## src/rtl/richie_jr_pkg.sv

```systemverilog
// Shared constants and fetch-state encodings for the RichieJr 8-bit CPU.
package richie_jr_pkg;

    localparam int RJ_ADDR_W = 8;
    localparam int RJ_DATA_W = 8;
    localparam logic [RJ_ADDR_W-1:0] RJ_RESET_PC = 8'h00;
    localparam int RJ_TIMEOUT_CYCLES = 15;

    // One-hot fetch states; FETCH_FAULT is only reachable when the timeout
    // option is built in.
    typedef enum logic [3:0] {
        FETCH_IDLE  = 4'b0001,
        FETCH_REQ   = 4'b0010,
        FETCH_DONE  = 4'b0100,
        FETCH_FAULT = 4'b1000
    } fetch_state_t;

endpackage

```

## src/rtl/fetch_unit_pc_counter.sv

```systemverilog
// Program counter register: branch load has priority over increment,
// and the increment wraps naturally at 2^ADDR_W.
module pc_counter #(
    parameter int                ADDR_W   = 8,
    parameter logic [ADDR_W-1:0] RESET_PC = '0
) (
    input  logic              clk,
    input  logic              res,
    input  logic              load,
    input  logic [ADDR_W-1:0] load_value,
    input  logic              inc,
    output logic [ADDR_W-1:0] pc
);

    // PC update: async active-low reset, then load, then increment.
    always_ff @(posedge clk or negedge res) begin
        if (!res) begin
            pc <= RESET_PC;
        end else if (load) begin
            pc <= load_value;
        end else if (inc) begin
            pc <= pc + ADDR_W'(1);
        end
    end

endmodule

```

## src/rtl/fetch_unit.sv

```systemverilog
// Instruction fetch stage of the RichieJr CPU: owns the PC, issues byte
// reads with a ready handshake and strobes each byte into the IR.
// Optional feature: define FETCH_TIMEOUT_EN to enable the memory wait
// timeout and the sticky FAULT state.
module fetch_unit
    import richie_jr_pkg::*;
#(
    parameter int                ADDR_W         = RJ_ADDR_W,
    parameter int                DATA_W         = RJ_DATA_W,
    parameter logic [ADDR_W-1:0] RESET_PC       = RJ_RESET_PC,
    parameter int                TIMEOUT_CYCLES = RJ_TIMEOUT_CYCLES
) (
    input  logic              clk,
    input  logic              res,
    input  logic              stall,
    input  logic              branch_take,
    input  logic [ADDR_W-1:0] branch_target,
    output logic [ADDR_W-1:0] mem_addr,
    output logic              mem_rd,
    input  logic [DATA_W-1:0] mem_rdata,
    input  logic              mem_ready,
    output logic [DATA_W-1:0] ir_data,
    output logic              ir_en,
    output logic [ADDR_W-1:0] pc,
    output logic              fault
);

    fetch_state_t state;
    logic         pc_load;
    logic         pc_inc;

`ifdef FETCH_TIMEOUT_EN
    localparam logic [3:0] TIMEOUT_LAST = 4'(TIMEOUT_CYCLES - 1);
    logic [3:0] wait_cnt;
`else
    logic unused_timeout;
    assign unused_timeout = (TIMEOUT_CYCLES == 0);
    assign fault          = 1'b0;
`endif

    // Handshake and IR strobe are pure decodes of the registered state.
    assign mem_rd   = (state == FETCH_REQ);
    assign ir_en    = (state == FETCH_DONE);
    assign mem_addr = pc;

    // Branches redirect in every live state; a branch during REQ also
    // suppresses the increment so a concurrent mem_ready is dropped.
    assign pc_load = branch_take && ((state == FETCH_IDLE) ||
                                     (state == FETCH_REQ)  ||
                                     (state == FETCH_DONE));
    assign pc_inc  = (state == FETCH_REQ) && mem_ready && !branch_take;

    pc_counter #(
        .ADDR_W   (ADDR_W),
        .RESET_PC (RESET_PC)
    ) u_pc (
        .clk        (clk),
        .res        (res),
        .load       (pc_load),
        .load_value (branch_target),
        .inc        (pc_inc),
        .pc         (pc)
    );

    // Fetch FSM with the IR byte register (and timeout tracking if built in).
    always_ff @(posedge clk or negedge res) begin
        if (!res) begin
            state   <= FETCH_IDLE;
            ir_data <= '0;
`ifdef FETCH_TIMEOUT_EN
            wait_cnt <= '0;
            fault    <= 1'b0;
`endif
        end else begin
            case (state)
                FETCH_IDLE: begin
                    if (!stall) begin
                        state <= FETCH_REQ;
`ifdef FETCH_TIMEOUT_EN
                        wait_cnt <= '0;
`endif
                    end
                end
                FETCH_REQ: begin
                    if (branch_take) begin
                        state <= FETCH_IDLE;
                    end else if (mem_ready) begin
                        ir_data <= mem_rdata;
                        state   <= FETCH_DONE;
                    end
`ifdef FETCH_TIMEOUT_EN
                    else if (wait_cnt == TIMEOUT_LAST) begin
                        state <= FETCH_FAULT;
                        fault <= 1'b1;
                    end else begin
                        wait_cnt <= wait_cnt + 4'd1;
                    end
`endif
                end
                FETCH_DONE: begin
                    if (branch_take || stall) begin
                        state <= FETCH_IDLE;
                    end else begin
                        state <= FETCH_REQ;
`ifdef FETCH_TIMEOUT_EN
                        wait_cnt <= '0;
`endif
                    end
                end
`ifdef FETCH_TIMEOUT_EN
                FETCH_FAULT: begin
                    state <= FETCH_FAULT;
                end
`endif
                default: begin
                    state <= FETCH_IDLE;
                end
            endcase
        end
    end

endmodule

```

## config.mk

```make
export PLATFORM = sky130hd
export DESIGN_NAME = fetch_unit
export DESIGN_NICKNAME = d
export VERILOG_FILES = /design/src/rtl/richie_jr_pkg.sv /design/src/rtl/fetch_unit_pc_counter.sv /design/src/rtl/fetch_unit.sv
export SDC_FILE = /design/constraint.sdc
export NUM_CORES = 1
export LEC_CHECK = 0
export ABC_CLOCK_PERIOD_IN_PS = 4600
export BUFFER_PORTS_ARGS = -buffer_cell sky130_fd_sc_hd__buf_4
export CAP_MARGIN = 20
export CELL_PAD_IN_SITES_DETAIL_PLACEMENT = 0
export CELL_PAD_IN_SITES_GLOBAL_PLACEMENT = 1
export CORE_MARGIN = 2
export CORE_UTILIZATION = 30
export DETAILED_ROUTE_END_ITERATION = 6
export PLACE_DENSITY = 0.79
export SETUP_SLACK_MARGIN = 0.15
export SLEW_MARGIN = 25
export SYNTH_ARGS = -nofsm -noshare
export SYNTH_HDL_FRONTEND = slang
export SYNTH_SLANG_ARGS = --single-unit
```

## constraint.sdc

```tcl
create_clock -name clk -period 4.6 [get_ports clk]
set_input_delay 0.46 -clock clk [delete_from_list [all_inputs] [get_ports clk]]
set_output_delay 0.46 -clock clk [all_outputs]
set_load 0.02 [all_outputs]
```

## Word-level counts from Yosys, hierarchy flattened

Cells that the tools add are included.

- Equality and inequality tests: 5
- $add $sub $neg: 1
- $mul: 0
- Bitwise gates (word level): 1
- $lt $le $gt $ge: 0
- Shifts and indexed selects: 0
- Muxes and demuxes: 7
- Div/mod/pow operators: 0
- Reduce and logical (&&, ||, !) cells: 10

Operators with widths:

| cell | number |
|---|---|
| 8-bit two-way mux | 2 |
| 4-bit two-way mux | 3 |
| 4-bit case mux with 3 select lines | 1 |
| 8-bit by 1-bit adder with 8-bit output (second input constant) | 1 |
| 4-bit by 1-bit == test with 1-bit output (second input constant) | 1 |
| 4-bit by 2-bit == test with 1-bit output (second input constant) | 1 |
| 4-bit by 3-bit == test with 1-bit output (second input constant) | 1 |
| 1-bit logical AND | 3 |
| 1-bit logical OR | 3 |
| 3-bit by 2-bit != test with 1-bit output (second input constant) | 1 |
| 3-bit AND reduction | 1 |
| 2-bit two-way mux | 1 |
| 2-bit != test (second input constant) | 1 |
| 2-bit AND reduction | 1 |
| 2-bit nonzero test | 1 |
| 1-bit logical NOT | 1 |
| 1-bit inverter | 1 |

- Memory bits (read-only): 0
- Output and inout bits: 27
- Memories kept: 0
- Flip-flop bits (word level): 20
- Word-level logic and storage cells: 27
- Bits in latches: 0
- RAM bits: 0

## Depth between registers and ports, before layout

- Word-level depth: 5
- Gate-level depth with buffers: 6

## Cells and area by module

A second synthesis with hierarchy kept.

- Cell total of the unflattened synthesis: 93
- Area total of the unflattened synthesis: 1,003.5 um^2

Modules (own cells, without submodules):

| module | sequential area each (um^2) | cells an instance | area an instance (um^2) | times used |
|---|---|---|---|---|
| fetch_unit | 276.5 | 44 | 553.0 | 1 |
| pc_counter | 200.2 | 49 | 450.4 | 1 |

## Worst setup path before layout

OpenSTA, ideal clock, no wires.

- Path kind: register -> register
- Start point: register state[2]
- End point: register u_pc.pc[7]
- Clock period less this slack: 1,586 ps
- Cell stages (with the launch flop): 5
- Setup slack: 3,014 ps
- Data arrival time: 1,465 ps
- Library setup time: 120 ps
- Path buffers: 0
- Cells stage by stage: dfrtp_1 > or4b_4 > nor4_4 > xnor2_1 > o21ai_2

- Longest elaborated chain between the ends: 5
- Elaborated cells between the ends (all ways): 10

Ends and longest elaborated chain:

| what | RTL line | RTL |
|---|---|---|
| start, declared | fetch_unit.sv:28 | `fetch_state_t state;` |
| start signal, assigned | fetch_unit.sv:68 | `state <= FETCH_IDLE;` |
| start signal, assigned | fetch_unit.sv:78 | `state <= FETCH_REQ;` |
| start signal, assigned | fetch_unit.sv:86 | `state <= FETCH_IDLE;` |
| 4-bit by 1-bit == test with 1-bit output / 4-bit by 2-bit == test with 1-bit output (equally long branches) | fetch_unit.sv:48, fetch_unit.sv:49, fetch_unit.sv:51 |  |
| 1-bit logical OR | fetch_unit.sv:48 | `assign pc_load = branch_take && ((state == FETCH_IDLE) \|\|` |
| 1-bit logical OR | fetch_unit.sv:49 | `(state == FETCH_REQ) \|\|` |
| 1-bit logical AND | fetch_unit.sv:48 |  |
| 8-bit two-way mux / 2-bit nonzero test (equally long branches) | -- |  |
| end signal, assigned | fetch_unit_pc_counter.sv:20 | `pc <= load_value;` |
| end signal, assigned | fetch_unit_pc_counter.sv:22 | `pc <= pc + ADDR_W'(1);` |
| end, declared | fetch_unit_pc_counter.sv:12 | `output logic [ADDR_W-1:0] pc` |

Several ways; a longest one is shown, not always the timed one.
A chain may end at the register's enable or synchronous reset.

## Worst setup path after layout

- Start point: register state[2]
- End point: register u_pc.pc[0]

Same word-level chain as after synthesis.

==> impl_metrics.json <==
{
  "status": "complete, no violations",
  "drive_gt1_share_pct": 38.3,
  "p_leak_nw": 0.680,
  "hold_buffers": 0,
  "finalSetupViolations": 0,
  "cts_tree": "built",
  "synth_edf_count": 0,
  "rows": 21,
  "start_util_pct": 30.8,
  "start_kind": "register",
  "synthToLayoutAreaGrowth_pct": 34.7,
  "wirelength_mm": 2.40,
  "peakVddDrop_v": 0.000224,
  "clkTransAtPathRegs_ns": 0.12,
  "fmax_mhz": 482,
  "avgSynthCellArea_um2": 9.12,
  "r2r_start": "state[2]",
  "synth_top_area_share_pct": 44.5,
  "syn-cell-area_um2": 1010,
  "final_cells": 195,
  "post-route-period-util_pct": 45.1,
  "critPathSlowestCell": "dfrtp_1",
  "gp_routability_congestion": 0.708,
  "gr-total-overflow": 0,
  "clkLatencyLatePin_ns": 0.30,
  "crit_required_ns": 4.79,
  "cts_root_buf": "clkbuf_4",
  "hold_viol_final": 0,
  "post_cts_buffers": 0,
  "diodes": 0,
  "final_nets": 172,
  "finalPower_w": 0.000785,
  "async_reset_ff_share_pct": 100,
  "grt_pass1_wl_mm": 3.87,
  "power.internal_w": 0.000442,
  "powerDensity_nw_per_um2": 576,
  "syn_nets": 133,
  "htree_levels": 1,
  "end_kind": "register",
  "crit_chain": "nor4b_2 > nand2_1 > inv_2 > nor2_1 > a221o_1",
  "switching_power_w": 0.000343,
  "pin_count": 48,
  "yosys_warnings": 0,
  "combPwrFrac_pct": 49.9,
  "cap_violations": 0,
  "grt_max_degree": 20,
  "rsz0062_at_grt": "no",
  "period_needed_ns": 2.07,
  "cts_sinks": 19,
  "viasPerCell": 4.70,
  "antenna_found_initial": 0,
  "synth_area_leaders": "dfrtp_1 44%, nand2_1 11%, buf_4 6.7%",
  "final.setup.tns_ns": 0,
  "p_seq_share_pct": 39.0,
  "crit_type": "register to register",
  "yosys.area.top_type": "dfrtp_1",
  "dieArea_um2": 3850,
  "drc_errors": 0,
  "drv_slew": 0,
  "synthDistinctLibCells": 33,
  "ctsLongestPathBuffers": 2,
  "p_sw_share_pct": 43.7,
  "place_area_um2": 1330,
  "hp-class": "input port to async pin",
  "path_delay_family": "simple AND/OR/NAND/NOR gates",
  "numCtsBuffers": 3,
  "wl_per_cell_um": 12.3,
  "ys_ff_latch": 19,
  "ys_seq_area_share_pct": 47.1,
  "arrival_ns": 2.26,
  "syn_inst": 111,
  "die_y_um": 62.1,
  "path_max_fanout": 14,
  "synth_flop_cell": "dfrtp_1",
  "slowest_delay_ns": 0.48,
  "final_cell_area_um2": 1360,
  "dp_hpwl_mm": 1.82,
  "post_cts_resized": 0,
  "final_antenna_net_count": 0,
  "track_usage_pct": 13.7,
  "grt_pass1_vias": 881,
  "crit_buf_inv": 1,
  "num_vias": 917,
  "clkPwrFrac_pct": 11.1,
  "startpoint": "state[2]",
  "dr.pass1.iters": 4,
  "fin_skew_ns": 0.00781,
  "dp_cells": 191,
  "die_w_um": 62.1,
  "drt_iter0_drc": 23,
  "portBuffers": 46,
  "coreArea_um2": 3280
}
==> power groups by stage <==
stage          clock (W)  sequential [W]  combinational (W)
6_report       0.0000874        0.000306           0.000392
5_1_grt        0.0000980        0.000319           0.000430
4_1_cts        0.0000925        0.000307           0.000396
3_5_place_dp           0        0.000309           0.000397
3_3_place_gp           0        0.000306           0.000393
2_1_floorplan          0        0.000368           0.000187
==> worst reg2reg max path, cell delays in order (launching register included) <==
cell,delay [ns]
dfrtp_1,0.48
nor4b_2,0.40
nand2_1,0.37
inv_2,0.30
nor2_1,0.11
a221o_1,0.30
==> final timing paths <==
path	end	slack [ns]	depth (start not counted)
worst max register to register	u_pc.pc[0]	2.53	5
worst max-delay path	u_pc.pc[0]	2.53	5
max in group asynchronous	state[0]	4.32	1
min in group clk	ir_data[1]	0.34	3
worst min register to register	ir_data[1]	0.50	2
worst min-delay path	ir_data[0]	0.01	1
==> routing by layer <==
| metal | track usage [%] | up-vias | share of wire [%] |
|---|---|---|---|
| met1 | 15.4 | 427 | 41 |
| met3 | 3.93 | 4 | 8.6 |
| met2 | 25.3 | 40 | 50 |
| li1 | - | 446 | - |
| met4 | 3.04 | 0 | 0.50 |
| met5 | 0 | - | 0 |
==> cells by family (layout without fill, tap and decap cells) <==
kind of cell,after synthesis,count (layout),share of synthesized area (%)
xor+xnor,4,4,3.46
other cells,1,1,0.370
buf+inv,13,51,8.40
flops,19,19,47.1
simple gates,57,57,28.7
compound gates,16,16,10.8
fa+ha+maj,1,1,1.24
==> stage by stage <==
stage               util [%]  hold slack (ns)  setup WS, ns
CTS                     41.5          0.00662          2.50
global route            41.5          0.00653          2.30
detailed placement      40.6            0.353          2.45
global placement        40.6            0.347          2.52
finish                  41.5           0.0139          2.53
floorplan                  -            0.164          3.01
==> cells in the final DEF, fill, tap and decap left out, drive strengths merged, types with 3 or more instances in the layout <==
| cell | instances |
|---|---|
| clkbuf | 3 |
| dfrtp | 18 |
| nor2 | 8 |
| nand2b | 3 |
| nand2 | 31 |
| o21ai | 6 |
| buf | 46 |
| a221o | 3 |
| a21oi | 4 |
==> state kept, by name (all words and copies together) (netlist names) <==
| signal | cells |
|---|---|
| ir_data | 8 |
| u_pc.pc | 8 |
| state | 3 |
==> cells in the mapped netlist (2+ instances only) <==
cell type and number:
xnor2_1 2, nor3_1 2, xor2_1 2, nand3_1 2
nand2_1 31, o21ai_0 4, a21oi_1 4, buf_4 9
a221o_1 3, nand4_1 2, nor2_1 8, nand2b_1 3
buf_2 2, dfrtp_1 18
==> final cells by class <==
| cell class | count | area, µm² |
|---|---|---|
| multi-input cells | 79 | 450 |
| fillers | 347 | 1920 |
| well taps | 46 | 57.6 |
| repair buffers | 46 | 345 |
| flip-flops and latches | 19 | 477 |
| clock buffers | 3 | 22.5 |
| inverters | 1 | 3.75 |
| clock inverters | 1 | 7.51 |
Power figures use the tool's default switching activity.
